`src/rtl/imm_extend_unit_if.sv`:
```
// Request/result bundle for imm_extend_unit: request side (mode, immediate,
// prefix, flush) and a valid/ready result side with status flags.
interface imm_extend_unit_if #(
  parameter int IN_W  = 5,
  parameter int OUT_W = 16
);
  logic                  in_valid;
  logic                  in_ready;
  logic [1:0]            mode;
  logic [IN_W-1:0]       imm_in;
  logic [OUT_W-IN_W-1:0] pfx_in;
  logic                  flush;
  logic                  out_valid;
  logic                  out_ready;
  logic [OUT_W-1:0]      imm_out;
  logic                  out_pfx;
  logic                  ovf;

  modport master (
    output in_valid, mode, imm_in, pfx_in, flush, out_ready,
    input  in_ready, out_valid, imm_out, out_pfx, ovf
  );

  modport slave (
    input  in_valid, mode, imm_in, pfx_in, flush, out_ready,
    output in_ready, out_valid, imm_out, out_pfx, ovf
  );
endinterface

```
`src/rtl/imm_extend_unit.sv`:
```
// Immediate extender with zero/sign/shifted-sign modes and an optional one-shot
// prefix that supplies the upper bits of the next result.
module imm_extend_unit #(
  parameter int IN_W  = 5,
  parameter int OUT_W = 16,
  parameter int SHIFT = 1
) (
  input logic              clk,
  input logic              reset,
  imm_extend_unit_if.slave bus
);
  localparam int PFX_W = OUT_W - IN_W;

  typedef enum logic {
    PFX_IDLE  = 1'b0,
    PFX_ARMED = 1'b1
  } pfx_state_t;

  pfx_state_t       r_state;
  logic [PFX_W-1:0] r_pfx;
  logic             r_out_valid;
  logic [OUT_W-1:0] r_imm;
  logic             r_out_pfx;
  logic             r_ovf;

  logic             w_in_ready;
  logic             w_accept;
  logic             w_is_load;
  logic             w_is_shift;
  logic             w_use_pfx;
  logic [OUT_W-1:0] w_ext;
  logic [OUT_W-1:0] w_base;
  logic [OUT_W-1:0] w_shifted;
  logic [OUT_W-1:0] w_result;
  logic [SHIFT-1:0] w_discard_diff;
  logic             w_ovf_next;

  assign w_in_ready = !r_out_valid || bus.out_ready;
  assign w_accept   = bus.in_valid && w_in_ready;
  assign w_is_load  = (bus.mode == 2'b11);
  assign w_is_shift = (bus.mode == 2'b10);
  // A same-cycle flush cancels the prefix for this request too.
  assign w_use_pfx  = (r_state == PFX_ARMED) && !bus.flush;

  assign w_ext[IN_W-1:0] = bus.imm_in;

  genvar gi;
  generate
    for (gi = IN_W; gi < OUT_W; gi++) begin : g_fill
      assign w_ext[gi] = (bus.mode != 2'b00) && bus.imm_in[IN_W-1];
    end
  endgenerate

  assign w_base    = w_use_pfx ? {r_pfx, bus.imm_in} : w_ext;
  assign w_shifted = w_base << SHIFT;
  assign w_result  = w_is_shift ? w_shifted : w_base;

  // Overflow when any bit shifted out disagrees with the surviving MSB.
  generate
    for (gi = 0; gi < SHIFT; gi++) begin : g_discard
      assign w_discard_diff[gi] = w_base[OUT_W-1-gi] ^ w_shifted[OUT_W-1];
    end
  endgenerate

  assign w_ovf_next = w_is_shift && (|w_discard_diff);

  always_ff @(posedge clk) begin
    if (reset) begin
      r_state     <= PFX_IDLE;
      r_pfx       <= '0;
      r_out_valid <= 1'b0;
      r_imm       <= '0;
      r_out_pfx   <= 1'b0;
      r_ovf       <= 1'b0;
    end else begin
      if (w_accept && !w_is_load) begin
        r_out_valid <= 1'b1;
        r_imm       <= w_result;
        r_out_pfx   <= w_use_pfx;
        r_ovf       <= w_ovf_next;
      end else if (r_out_valid && bus.out_ready) begin
        r_out_valid <= 1'b0;
      end

      case (r_state)
        PFX_IDLE: begin
          if (!bus.flush && w_accept && w_is_load) begin
            r_state <= PFX_ARMED;
            r_pfx   <= bus.pfx_in;
          end
        end
        PFX_ARMED: begin
          if (bus.flush || (w_accept && !w_is_load)) begin
            r_state <= PFX_IDLE;
          end else if (w_accept && w_is_load) begin
            r_pfx <= bus.pfx_in;
          end
        end
        default: r_state <= PFX_IDLE;
      endcase
    end
  end

  assign bus.in_ready  = w_in_ready;
  assign bus.out_valid = r_out_valid;
  assign bus.imm_out   = r_imm;
  assign bus.out_pfx   = r_out_pfx;
  assign bus.ovf       = r_ovf;
endmodule

```
`src/flat_wrapper.sv`:
```
// flat-port wrapper written by rule: the top's interface ports become plain ports
module imm_extend_unit_flat 
#(
  parameter int IN_W  = 5,
  parameter int OUT_W = 16,
  parameter int SHIFT = 1
)
  (clk, reset, bus_in_valid, bus_mode, bus_imm_in, bus_pfx_in, bus_flush, bus_out_ready, bus_in_ready, bus_out_valid, bus_imm_out, bus_out_pfx, bus_ovf);
  imm_extend_unit_if #(.IN_W(IN_W), .OUT_W(OUT_W)) bus_i ();
  input logic clk;
  input logic reset;
  input wire logic [$bits(bus_i.in_valid)-1:0] bus_in_valid;
  input wire logic [$bits(bus_i.mode)-1:0] bus_mode;
  input wire logic [$bits(bus_i.imm_in)-1:0] bus_imm_in;
  input wire logic [$bits(bus_i.pfx_in)-1:0] bus_pfx_in;
  input wire logic [$bits(bus_i.flush)-1:0] bus_flush;
  input wire logic [$bits(bus_i.out_ready)-1:0] bus_out_ready;
  output wire logic [$bits(bus_i.in_ready)-1:0] bus_in_ready;
  output wire logic [$bits(bus_i.out_valid)-1:0] bus_out_valid;
  output wire logic [$bits(bus_i.imm_out)-1:0] bus_imm_out;
  output wire logic [$bits(bus_i.out_pfx)-1:0] bus_out_pfx;
  output wire logic [$bits(bus_i.ovf)-1:0] bus_ovf;
  assign bus_i.in_valid = bus_in_valid;
  assign bus_i.mode = bus_mode;
  assign bus_i.imm_in = bus_imm_in;
  assign bus_i.pfx_in = bus_pfx_in;
  assign bus_i.flush = bus_flush;
  assign bus_i.out_ready = bus_out_ready;
  assign bus_in_ready = bus_i.in_ready;
  assign bus_out_valid = bus_i.out_valid;
  assign bus_imm_out = bus_i.imm_out;
  assign bus_out_pfx = bus_i.out_pfx;
  assign bus_ovf = bus_i.ovf;
  imm_extend_unit #(.IN_W(IN_W), .OUT_W(OUT_W), .SHIFT(SHIFT)) u_core (.clk(clk), .reset(reset), .bus(bus_i));
endmodule
```
`config.mk`:
```
export PLATFORM = sky130hd
export DESIGN_NAME = imm_extend_unit_flat
export DESIGN_NICKNAME = d
export VERILOG_FILES = /design/src/rtl/imm_extend_unit_if.sv /design/src/rtl/imm_extend_unit.sv /design/src/flat_wrapper.sv
export SDC_FILE = /design/constraint.sdc
export NUM_CORES = 1
export LEC_CHECK = 0
export CORE_ASPECT_RATIO = 1.4
export CORE_MARGIN = 2
export CORE_UTILIZATION = 44
export DETAILED_ROUTE_END_ITERATION = 10
export PLACE_DENSITY = 0.82
export SYNTH_ARGS = -nofsm -noshare
export SYNTH_HDL_FRONTEND = slang
export SYNTH_SLANG_ARGS = --single-unit
```
`constraint.sdc`:
```
create_clock -name clk -period 1.15 [get_ports clk]
set_input_delay 0.1725 -clock clk [delete_from_list [all_inputs] [get_ports clk]]
set_output_delay 0.1725 -clock clk [all_outputs]
set_load 0.03 [all_outputs]
```
==> qor.csv <==
metric,value,unit
"Hold Vio Cnt, Final",0,
Avg WL per Cell,19.2,µm
drt drc,0,
fillcell total,234,
fmax,816,MHz
sequential area share after synthesis,36.3,%
Internal Power,2.16,mW
# nets final,262,
design area,2740,µm²
Sequential Area,626,µm²
first-pass GRT wire length,8400,µm
Clk network pwr share,37.1,%
Worst-Margin Slew,0.301,ns
"flops & latches, synth",31,
"count leader, synth",dfxtp_1,
top cell type by total area after synthesis,dfxtp_1,
port bufs,42,
I/O pin cnt,43,
die area,4400,µm²
cts bufs inserted,5,
Switching Fraction,28.6,%
Routed Antenna Nets,0,
Worst R2R End,u_core.bus.imm_out[13],
root buffer cell,clkbuf_8,
Worst Skew,0.00496,ns
residual overflow from global routing,0,
endpoints failing setup,26,
Synth warnings,0,
initial antenna violation count,0,
n_diodes,0,
clock tree sinks,31,
average size of a mapped cell,9.33,µm²
Clock Path Buffers,2,
Iter 0 DRT Violations,43,
Critical Path AT,1.43,ns
type of the worst setup path,input pin to flop,
vias in the first global route,1766,
CTS Hold Bufs,0,
final setup TNS,-0.679,ns
"Max FO, Critical Path",12,
"Clk Latency, worst-skew pair",0.28,ns
"Slew Viols, Final",0,
largest net degree at the start of global routing,20,
sw power,868,µW
R2R Setup Slk,-0.07,ns
CTS tree,yes,
Reg power frac,38.4,%
chip height,77.7,µm
# H-tree levels,2,
synthesized instance count,183,
Worst Path Required,1.36,ns
failing checks,setup timing,
Setup crit end,u_core.bus.ovf,
Area Overhead vs Synth,60.5,%
"EDFF count, synth",0,
placer congestion estimate,0.767,
Fin Hold WS,0.433,ns
Peak VDD IR,935,µV
DP Area,2220,µm²
Pleak,1.02,nW
row cnt,26,
synth top area cells,"dfxtp_1 (36%), a211oi_1 (11%), o31ai_1 (5.7%)",
Detail Placement HPWL,3130,µm
# Max-Cap Violations,0,
FF-to-FF path depth,5,
Worst setup EP type,flop,
"Reg clk slew, reported paths",0.06,ns
total track usage,23.9,%
final setup margin,-0.0759,ns
status,"complete, but fails checks",
Slew Limit Headroom,79.8,%
final worst-path cycle share,107,%
combinational power share,24.5,%
vias per inst,6.26,
WL final,5430,µm
footprint of the multi-input gates,1250,µm²
Yosys top cell area share,36.3,%
startpoint types,input pin,
Synth cell types,34,
chip width,56.7,µm
Post-Syn Area,1710,µm²
Hold Path Class,input pin to flop,
DRT Pass-1 Iters,4,
hold path depth,3,
power per cell area,1110,nW/µm²
via count,1766,
Starting Density,46.5,%
asr flop ratio synth,0,%
CORE AREA,3680,µm²
crit path time final,1.23,ns
syn_nets,206,
R2R Path Start,u_core.bus.out_valid,
Critical Path Start,bus_mode[1],
"Top FF cell, synth",dfxtp_1,
RSZ-0062 raised after global routing,yes,
fraction of layout cells with a size suffix above 1,48.3,%
"top cells by count, synth","dfxtp_1 (31), a211oi_1 (24), a21oi_1 (14)",
-- worst min-delay path by stage --
| stage | slack (ns) | start | endpoint |
|---|---|---|---|
| 3_3_place_gp | 0.45 | u_core.r_pfx[7] | u_core.r_pfx[7] |
| 3_5_place_dp | 0.46 | u_core.r_pfx[7] | u_core.r_pfx[7] |
| 6_report | 0.43 | bus_flush | u_core.r_state |
| 5_1_grt | 0.44 | bus_flush | u_core.r_state |
| 4_1_cts | 0.41 | bus_flush | u_core.r_state |
| 2_1_floorplan | 0.32 | bus_pfx_in[0] | u_core.r_pfx[0] |
-- repair_timing --
action	CTS	global route
endpoints found under the setup margin	32	32
gates cloned	1	0
gates resized for setup	42	31
pin swaps	13	15
setup buffers	3	2
-- metal layers --
layer | GRT usage (%) | wire, µm | vias to the layer above
li1 | - | - | 836
met5 | 0 | 0 | -
met1 | 27.4 | 2190 | 856
met3 | 5.17 | 257 | 19
met2 | 42.7 | 2790 | 55
met4 | 8.33 | 195 | 0
-- flip-flops by register name, summed over array words and instances, names as in the netlist --
register,count
u_core.bus.out_valid,1
u_core.r_state,1
u_core.bus.ovf,1
u_core.bus.out_pfx,1
u_core.bus.imm_out,16
u_core.r_pfx,11
-- layout make-up --
class / instances / share of cell area [%]
Timing Repair Buffer: 72 / 24.8
Clock buffer: 6 / 3.01
Clock inverter: 2 / 1.28
Multi-Input combinational cell: 126 / 45.8
Inverter: 3 / 0.411
Sequential cell: 31 / 22.8
Tap cell: 42 / 1.92
-- logic make-up (layout without fill, tap and decap cells) --
group,Yosys count,after routing,synth area share (%)
AO/OA/AOI/OAI,71,71,30.5
XOR/XNOR,1,1,0.513
buffers and inverters,27,83,9.67
flip-flops,31,31,36.3
multiplexers,4,4,2.34
AND/OR/NAND/NOR,49,50,20.6
-- layout by cell type, fill, tap and decap left out, drive strengths merged, types with 2 or more instances in the layout --
master         Yosys  final
dfxtp             31     31
o31ai             13     13
a211oi            24     24
nand4             13     14
o32ai             10     10
a21oi             14     14
and2               2      2
o21a               2      2
a31oi              5      5
clkdlybuf4s50      0     18
and3b             12     12
nor4               2      2
mux2i              4      4
nand2             12     12
dlygate4sd2        0      4
nand3b             2      2
clkbuf             7      7
nand2b             2      2
inv                3      3
buf               17     49
-- worst max-delay path, cell delays in order --
cell and delay [ns]:
dlygate4sd2_1 0.34, buf_4 0.28, and4bb_2 0.29, nand4_1 0.16, a21oi_1 0.18
-- through the flow --
stage	util (%)	total power [mW]	instances	worst slack, ns
floorplan	-	1.53	183	-0.0857
detailed placement	60.4	1.78	268	-0.472
global placement	60.4	1.77	268	-0.452
global route	74.6	3.14	282	-0.107
CTS	69.3	2.96	280	-0.0560
finish	74.6	3.03	282	-0.0759
-- power groups by stage --
stage	Clock [mW]	Sequential [mW]	Combinational (mW)
CTS	1.14	1.16	0.662
floorplan	0	1.27	0.264
global route	1.19	1.17	0.780
finish	1.12	1.16	0.742
global placement	0	1.18	0.587
detailed placement	0	1.18	0.595
No activity file was read; power rests on OpenSTA's default activity.
